## src/rtl/paddle_rc_emu.sv

```systemverilog
// Purpose: emulates the two RC paddle timing networks of the AY-3-8500, integrating digital up/down controls into paddle positions.
// Latency: position updates 3 clocks after vsync rises; pin rises D+4 clocks after dwn falls, and falls 3 clocks after dwn rises.
// Backpressure: none; the block is free-running and every input is sampled through a 2-FF synchroniser.
module paddle_rc_emu #(
    parameter int POS_W     = 8,
    parameter int CNT_W     = 16,
    parameter int MIN_DELAY = 16,
    parameter int SCALE     = 4,
    parameter int SPEED     = 3
) (
    input  logic             clk,
    input  logic             reset,
    input  logic             vsync,
    input  logic             l_up,
    input  logic             l_down,
    input  logic             r_up,
    input  logic             r_down,
    input  logic             l_dwn,
    input  logic             r_dwn,
    output logic             l_pin,
    output logic             r_pin,
    output logic [POS_W-1:0] l_pos,
    output logic [POS_W-1:0] r_pos
);

    localparam int CALC_W = 64;
    localparam logic [POS_W-1:0] POS_MAX = '1;
    localparam logic [POS_W-1:0] POS_RST = (POS_W)'(1) << (POS_W - 1);
    localparam logic [POS_W:0]   SPD_EXT = (POS_W + 1)'(SPEED);
    localparam logic [CNT_W-1:0] CNT_MAX = '1;

    typedef enum logic [1:0] {
        S_WAIT   = 2'd0,
        S_DISCH  = 2'd1,
        S_CHARGE = 2'd2,
        S_DONE   = 2'd3
    } chg_state_t;

    // Bit map: 0 vsync, 1 l_up, 2 l_down, 3 r_up, 4 r_down, 5 l_dwn, 6 r_dwn
    logic [6:0] raw_in;
    logic [6:0] sync1;
    logic [6:0] sync2;
    logic       vs_prev;
    logic [1:0] dwn_prev;
    logic       frame_tick;

    assign raw_in     = {r_dwn, l_dwn, r_down, r_up, l_down, l_up, vsync};
    assign frame_tick = sync2[0] & ~vs_prev;

    // Two-stage synchronisers plus the previous-value copies used for edge detection
    always_ff @(posedge clk or posedge reset) begin
        if (reset) begin
            sync1    <= '0;
            sync2    <= '0;
            vs_prev  <= 1'b0;
            dwn_prev <= '0;
        end else begin
            sync1    <= raw_in;
            sync2    <= sync1;
            vs_prev  <= sync2[0];
            dwn_prev <= sync2[6:5];
        end
    end

    for (genvar ch = 0; ch < 2; ch++) begin : g_ch
        logic              up_s;
        logic              dn_s;
        logic              dwn_s;
        logic              dwn_fall;
        logic [POS_W-1:0]  pos_q;
        logic [POS_W:0]    pos_inc;
        logic [POS_W:0]    pos_dec;
        logic [CALC_W-1:0] load_full;
        logic [CNT_W-1:0]  load_val;
        chg_state_t        state_q;
        chg_state_t        state_d;
        logic [CNT_W-1:0]  cnt_q;
        logic [CNT_W-1:0]  cnt_d;
        logic              pin_q;
        logic              pin_d;

        assign up_s     = sync2[1 + 2 * ch];
        assign dn_s     = sync2[2 + 2 * ch];
        assign dwn_s    = sync2[5 + ch];
        assign dwn_fall = ~dwn_s & dwn_prev[ch];

        // Guard bit catches overflow past POS_MAX and underflow below zero
        assign pos_inc = {1'b0, pos_q} + SPD_EXT;
        assign pos_dec = {1'b0, pos_q} - SPD_EXT;

        // Wide enough that MIN_DELAY + pos*SCALE cannot wrap before saturation
        assign load_full = CALC_W'(MIN_DELAY) + CALC_W'(pos_q) * CALC_W'(SCALE);
        assign load_val  = (load_full > CALC_W'(CNT_MAX)) ? CNT_MAX : load_full[CNT_W-1:0];

        // Per-frame position integrator; opposing or absent requests hold position
        always_ff @(posedge clk or posedge reset) begin
            if (reset) begin
                pos_q <= POS_RST;
            end else if (frame_tick && (up_s ^ dn_s)) begin
                if (up_s) begin
                    pos_q <= pos_inc[POS_W] ? POS_MAX : pos_inc[POS_W-1:0];
                end else begin
                    pos_q <= pos_dec[POS_W] ? '0 : pos_dec[POS_W-1:0];
                end
            end
        end

        // Charge FSM state, delay counter and registered pin
        always_ff @(posedge clk or posedge reset) begin
            if (reset) begin
                state_q <= S_WAIT;
                cnt_q   <= '0;
                pin_q   <= 1'b0;
            end else begin
                state_q <= state_d;
                cnt_q   <= cnt_d;
                pin_q   <= pin_d;
            end
        end

        // Next-state: WAIT blocks timing until a full discharge has been seen
        always_comb begin
            state_d = state_q;
            cnt_d   = cnt_q;
            pin_d   = pin_q;
            case (state_q)
                S_WAIT: begin
                    if (dwn_s) state_d = S_DISCH;
                end
                S_DISCH: begin
                    if (dwn_fall) begin
                        cnt_d   = load_val;
                        state_d = S_CHARGE;
                    end
                end
                S_CHARGE: begin
                    if (dwn_s) begin
                        state_d = S_DISCH;
                    end else if (cnt_q == '0) begin
                        pin_d   = 1'b1;
                        state_d = S_DONE;
                    end else begin
                        cnt_d = cnt_q - (CNT_W)'(1);
                    end
                end
                S_DONE: begin
                    if (dwn_s) begin
                        pin_d   = 1'b0;
                        state_d = S_DISCH;
                    end
                end
                default: begin
                    state_d = S_WAIT;
                    pin_d   = 1'b0;
                end
            endcase
        end
    end

    assign l_pin = g_ch[0].pin_q;
    assign r_pin = g_ch[1].pin_q;
    assign l_pos = g_ch[0].pos_q;
    assign r_pos = g_ch[1].pos_q;

endmodule

```

## config.mk

```make
export PLATFORM = sky130hd
export DESIGN_NAME = paddle_rc_emu
export DESIGN_NICKNAME = d
export VERILOG_FILES = /design/src/rtl/paddle_rc_emu.sv
export SDC_FILE = /design/constraint.sdc
export NUM_CORES = 1
export LEC_CHECK = 0
export CAP_MARGIN = 0
export CORE_MARGIN = 3
export CORE_UTILIZATION = 30
export CTS_CLUSTER_DIAMETER = 80
export DETAILED_ROUTE_END_ITERATION = 16
export GPL_TIMING_DRIVEN = 0
export PLACE_DENSITY = 0.56
export SYNTH_ARGS = -nofsm -noshare
export SYNTH_HDL_FRONTEND = slang
export SYNTH_SLANG_ARGS = --single-unit
```

## constraint.sdc

```tcl
create_clock -name clk -period 5.05 [get_ports clk]
set_clock_uncertainty 0.2 [all_clocks]
set_input_delay 0.7575 -clock clk [delete_from_list [all_inputs] [get_ports clk]]
set_output_delay 0.7575 -clock clk [all_outputs]
set_load 0.02 [all_outputs]
```

# Yosys cells after proc, flatten, opt, wreduce, memory -nomap -nowiden
# Index checks and enable logic that the tools add are counted.
[op_classes]
n_reduce_logical = 18
order_cmp = 2
n_eq_ne = 20
add_sub_neg = 8
muxes = 34
bitwise_logic = 8
[op_table]
columns = ["op", "n"]
rows = [
  ["$mux W16", 8],
  ["$pmux W16 S2", 2],
  ["$mux W8", 6],
  ["$gt A11 B16 Y1 const B", 2],
  ["$logic_not A16 Y1", 2],
  ["$sub A16 B1 Y16 const B", 2],
  ["$add A5 B10 Y11 const A", 2],
  ["$ne A2 B2 Y1 const B", 10],
  ["$add A8 B2 Y9 const B", 2],
  ["$sub A8 B2 Y9 const B", 2],
  ["$mux W2", 8],
  ["$reduce_and A4 Y1", 4],
  ["$pmux W2 S3", 2],
  ["$eq A2 B2 Y1 const B", 4],
  ["$reduce_bool A2 Y1", 4],
  ["$mux W1", 6],
  ["$ne A3 B3 Y1 const B", 2],
  ["$reduce_and A3 Y1", 2],
  ["$eq A2 B1 Y1 const B", 2],
  ["$logic_not A2 Y1", 2],
  ["$ne A2 B1 Y1 const B", 2],
  ["$pmux W1 S2", 2],
  ["$reduce_or A2 Y1", 2],
  ["$and A1 B1 Y1", 3],
  ["3 further kinds", 7],
]
[totals]
wordCells = 102
ff_bits = 71
out_inout_bits = 18
input_bits = 9

# Depth between registers and ports, before layout
[logic_depth]
word_depth = 5
depth_mapped = 8

# Least setup slack after synthesis
# OpenSTA, ideal clock, no wires.
[synth_path]
kind = "flip-flop to flip-flop"
start = "register g_ch[0].state_q[0]"
end = "register g_ch[0].cnt_q[13]"
setup_slack_ns = 2.810
setup_time_ns = 0.078
required_ns = 4.772
arrival_time_ns = 1.962
stages_incl_launch_ff = 9
cell_sequence = "dfrtp_1 -> inv_1 -> ha_1 -> buf_2 -> mux2i_1 -> nor2_1 -> o21ai_0 -> or4_1 -> a21oi_1"
[synth_between]
elab_chain_cells = 3
word_cells_on_any_way = 8
classes_between = "eq/ne (5); mux (1); reduce/logical (2)"
[synth_lines]
columns = ["element", "line", "source"]
rows = [
  ["start, declared", "75", "chg_state_t state_q;"],
  ["start signal, assigned", "115", "state_q <= state_d;"],
  ["$eq A2 B2 Y1 or $eq A2 B1 Y1 (tied branches)", "126", "case (state_q)"],
  ["$ne A2 B2 Y1 (no line) or $reduce_bool A2 Y1 (tied branches)", "--", ""],
  ["$reduce_and A4 Y1 (no line)", "--", ""],
  ["end signal, assigned", "116", "cnt_q <= cnt_d;"],
  ["end, declared", "77", "logic [CNT_W-1:0] cnt_q;"],
]
# Several ways; a longest one is shown, not always the timed one.
# A chain may end at the register's enable or synchronous reset.

# Worst setup path in the final report
[layout_path]
start = "register g_ch[0].cnt_q[0]"
end = "register g_ch[0].cnt_q[8]"
[layout_between]
elab_chain_cells = 4
word_cells_on_any_way = 7
classes_between = "add/sub (1); eq/ne (1); mux (3); reduce/logical (2)"
[layout_lines]
columns = ["element", "line", "source"]
rows = [
  ["$sub A16 B1 Y16", "143", "cnt_d = cnt_q - (CNT_W)'(1);"],
  ["$mux W16", "139", "end else if (cnt_q == '0) begin"],
  ["$mux W16", "137", "if (dwn_s) begin"],
  ["$pmux W16 S2", "126", ""],
]
# Several ways; a longest one is shown, not always the timed one. The select of a mux whose other input is x is not followed.

==> flow_summary.ini <==
[sta]
fin_tns_setup_ps = 0
slew_headroom_pct = 22.30
clock.fmax_mhz = 360.3
timing.final.crit_share_pct = 54.97
hold_viol = 0
finalSetupViolations = 0
rsz0062_at_grt = no
layout_setup_ws_ps = 2274
worst_pin_slew_ps = 1163
finalMaxSlewViolations = 0
post-route-min-period_ps = 2776

[pwr]
p_total_uw = 3113
p_leak_uw = 0.002041
ir_drop_mv = 0.2369
power.density_mw_per_mm2 = 588.1

[grt]
grt_max_degree = 38
use_met1_pct = 18.50
grt_pass1_vias = 3819
grt_overflow = 0
grt_use_total_pct = 14.16
top_usage_layer = met2
grt_pass1_wl_um = 18780
antenna_found_initial = 0
grtUsageMet2_pct = 21.96
met3_usage_pct = 5.309

[run]
drv_cap = 0

[cts]
hold_buffers = 0
cts_tree = built
cts_buffers = 9
cts_resized = 0
post-cts-setup-buffer-count = 0
cts.sink_count = 71
clk_pin_slew_ps = 60
clk_latency_ps = 340
root_buffer = clkbuf_16
htreeDepth = 3
clock_path_buffers = 2

[yosys]
async_flop_share_pct = 100.0
synth_seq_cells = 71
synth_area_leader_cell = dfrtp_1
syn_inst = 509
ys_types = 59
synthTopCellsByArea = dfrtp_1 39%, ha_1 5.1%, o21ai_0 4.5%
synth_edf_count = 0
yosysMostFrequentCell = dfrtp_1
synth_top_area_share_pct = 38.90
synth_common_cells = 69 x dfrtp_1, 46 x nand2_1, 44 x nor2_1
syn_avg_cell_area_um2 = 8.722
ys_warn_count = 0
synth.yosys.seq_area_share_pct = 40.08
synth_nets = 536
synthesis.area_mm2 = 0.004439
yosys_most_used_dff = dfrtp_1

[min_path]
hp-start = sync1[6]$_DFF_PP0_
worstHoldEndpoint = sync2[6]$_DFF_PP0_
hold_path_class = reg -> reg
whs_path_depth = 0

[die]
chipHeight_um = 127.6
fp.coreArea_mm2 = 0.01415
die-width_um = 127.6
rows = 43
die_area_mm2 = 0.01629
io_pins = 27
start_util_pct = 31.37

[worst_setup_path]
crit_required_ps = 5070
reg2reg_from = g_ch[0].cnt_q[0]$_DFFE_PP0P_
rrSetupSlack_ps = 2270
slowest_delay_ps = 660
critPathMaxFanout = 6
rr_endpoint = g_ch[0].cnt_q[8]$_DFFE_PP0P_
critPathBufInv = 1
crit_family = compound AO/OA/AOI/OAI gates
setup.worst_path.end_class = flop
critPathSlowestCell = o21ai_0
reg2reg_depth = 7
cp-start-kind = flop
crit_chain = inv_1 -> ha_1 -> nor3b_1 -> nand4_1 -> o21ai_0 -> nor3_1 -> o32a_1
arrival_ps = 2800
critPathKind = reg -> reg

[placed_design]
gp_congestion = 0.8561
dp_hpwl_um = 7884
dp_slack_ps = 2369
place.port_buffers = 26
dp_cells = 716

[finish]
diodes = 0
nFillCells = 1447
drive_above_1_share_pct = 6.341
stdcell_count = 732
layout.nets = 574
fin_util_pct = 37.41
syn_to_final_growth_pct = 19.25

[detailed_routing]
routed_wl_um = 11090
ant_nets = 0
drt_iter0_markers = 283
firstDrtPassIters = 5
vias = 4009
avgViaCountPerCell = 5.477
drc_errors = 0
wire_per_inst_um = 15.16

[status]
outcome = complete, no violations
-- placed cells by master (no fill, tap or decap), types with 8 or more instances in the layout --
cell,n
a21oi_1,33
clkbuf_1,21
clkbuf_16,9
clkdlybuf4s50_1,26
dfrtp_1,69
ha_1,18
inv_1,21
nand2_1,46
nand3_1,20
nand4_1,9
nor2_1,44
nor3_1,16
o21ai_0,40
o22ai_1,9
o31ai_1,8
or3_1,11
xnor2_1,8
xor2_1,10
-- final cells by class --
class,instances,area [µm²],area share (%)
Multi-Input combinational cell,392,2484,46.92
Timing Repair Buffer,27,280.3,5.294
Sequential cell,71,1779,33.61
Buffer,24,93.84,1.773
Inverter,22,85.08,1.607
Clock inverter,6,107.6,2.033
Tap cell,180,225.2,4.254
Clock buffer,10,239.0,4.514
-- cells by family (layout without fill, tap and decap cells) --
family	count (synthesis)	in the layout	synth area share, %
muxes	6	6	1.353
adders and majority gates	18	18	5.073
xor gates and xnor gates	18	18	3.551
AOI/OAI and AO/OA	152	152	22.46
and+or+nand+nor	198	198	23.51
DFF	71	71	40.08
buffers and inverters	46	89	3.974
-- worst max path at each step --
stage	startpoint	end	slack, ps	depth (start not counted)
after floorplan	reset	dwn_prev[0]$_DFF_PP0_	2300	1
after global placement	reset	l_pos[6]$_DFFE_PP0P_	880	2
after detailed placement	g_ch[0].cnt_q[0]$_DFFE_PP0P_	g_ch[0].cnt_q[8]$_DFFE_PP0P_	2370	7
after CTS	g_ch[0].cnt_q[0]$_DFFE_PP0P_	g_ch[0].cnt_q[8]$_DFFE_PP0P_	2340	7
after global routing	g_ch[0].cnt_q[0]$_DFFE_PP0P_	g_ch[0].cnt_q[8]$_DFFE_PP0P_	2060	7
final	g_ch[0].cnt_q[0]$_DFFE_PP0P_	g_ch[0].cnt_q[8]$_DFFE_PP0P_	2270	7
-- worst register-to-register path, cell delays in order, from the launching register on --
cell,delay [ps]
dfrtp_1,390
inv_1,100
ha_1,220
nor3b_1,490
nand4_1,180
o21ai_0,660
nor3_1,100
o32a_1,320
-- layer usage --
metal	up-vias	wire (µm)
met2	100	5136
li1	1950	-
met3	13	601
met1	1946	5184
met4	0	172
met5	-	0
-- metrics by stage --
| step | hold slack (ps) | area, µm² |
|---|---|---|
| after floorplan | 131.2 | 4439 |
| after global placement | 135.0 | 4925 |
| after detailed placement | 138.1 | 4947 |
| after CTS | 151.5 | 5294 |
| after global routing | 158.5 | 5294 |
| final | 147.2 | 5294 |
-- power by group --
group          internal, µW  switching, µW  total [µW]
Combinational           570            812        1380
Clock                   494            250         744
Sequential              752            234         987
-- flip-flops by register name (all words and copies together), names as in the netlist --
signal / cells
sync2: 7
sync1: 7
g_ch.cnt_q: 32
g_ch.state_q: 4
l_pin: 1
r_pin: 1
l_pos: 8
dwn_prev: 2
r_pos: 8
vs_prev: 1
Power figures use the tool's default switching activity.
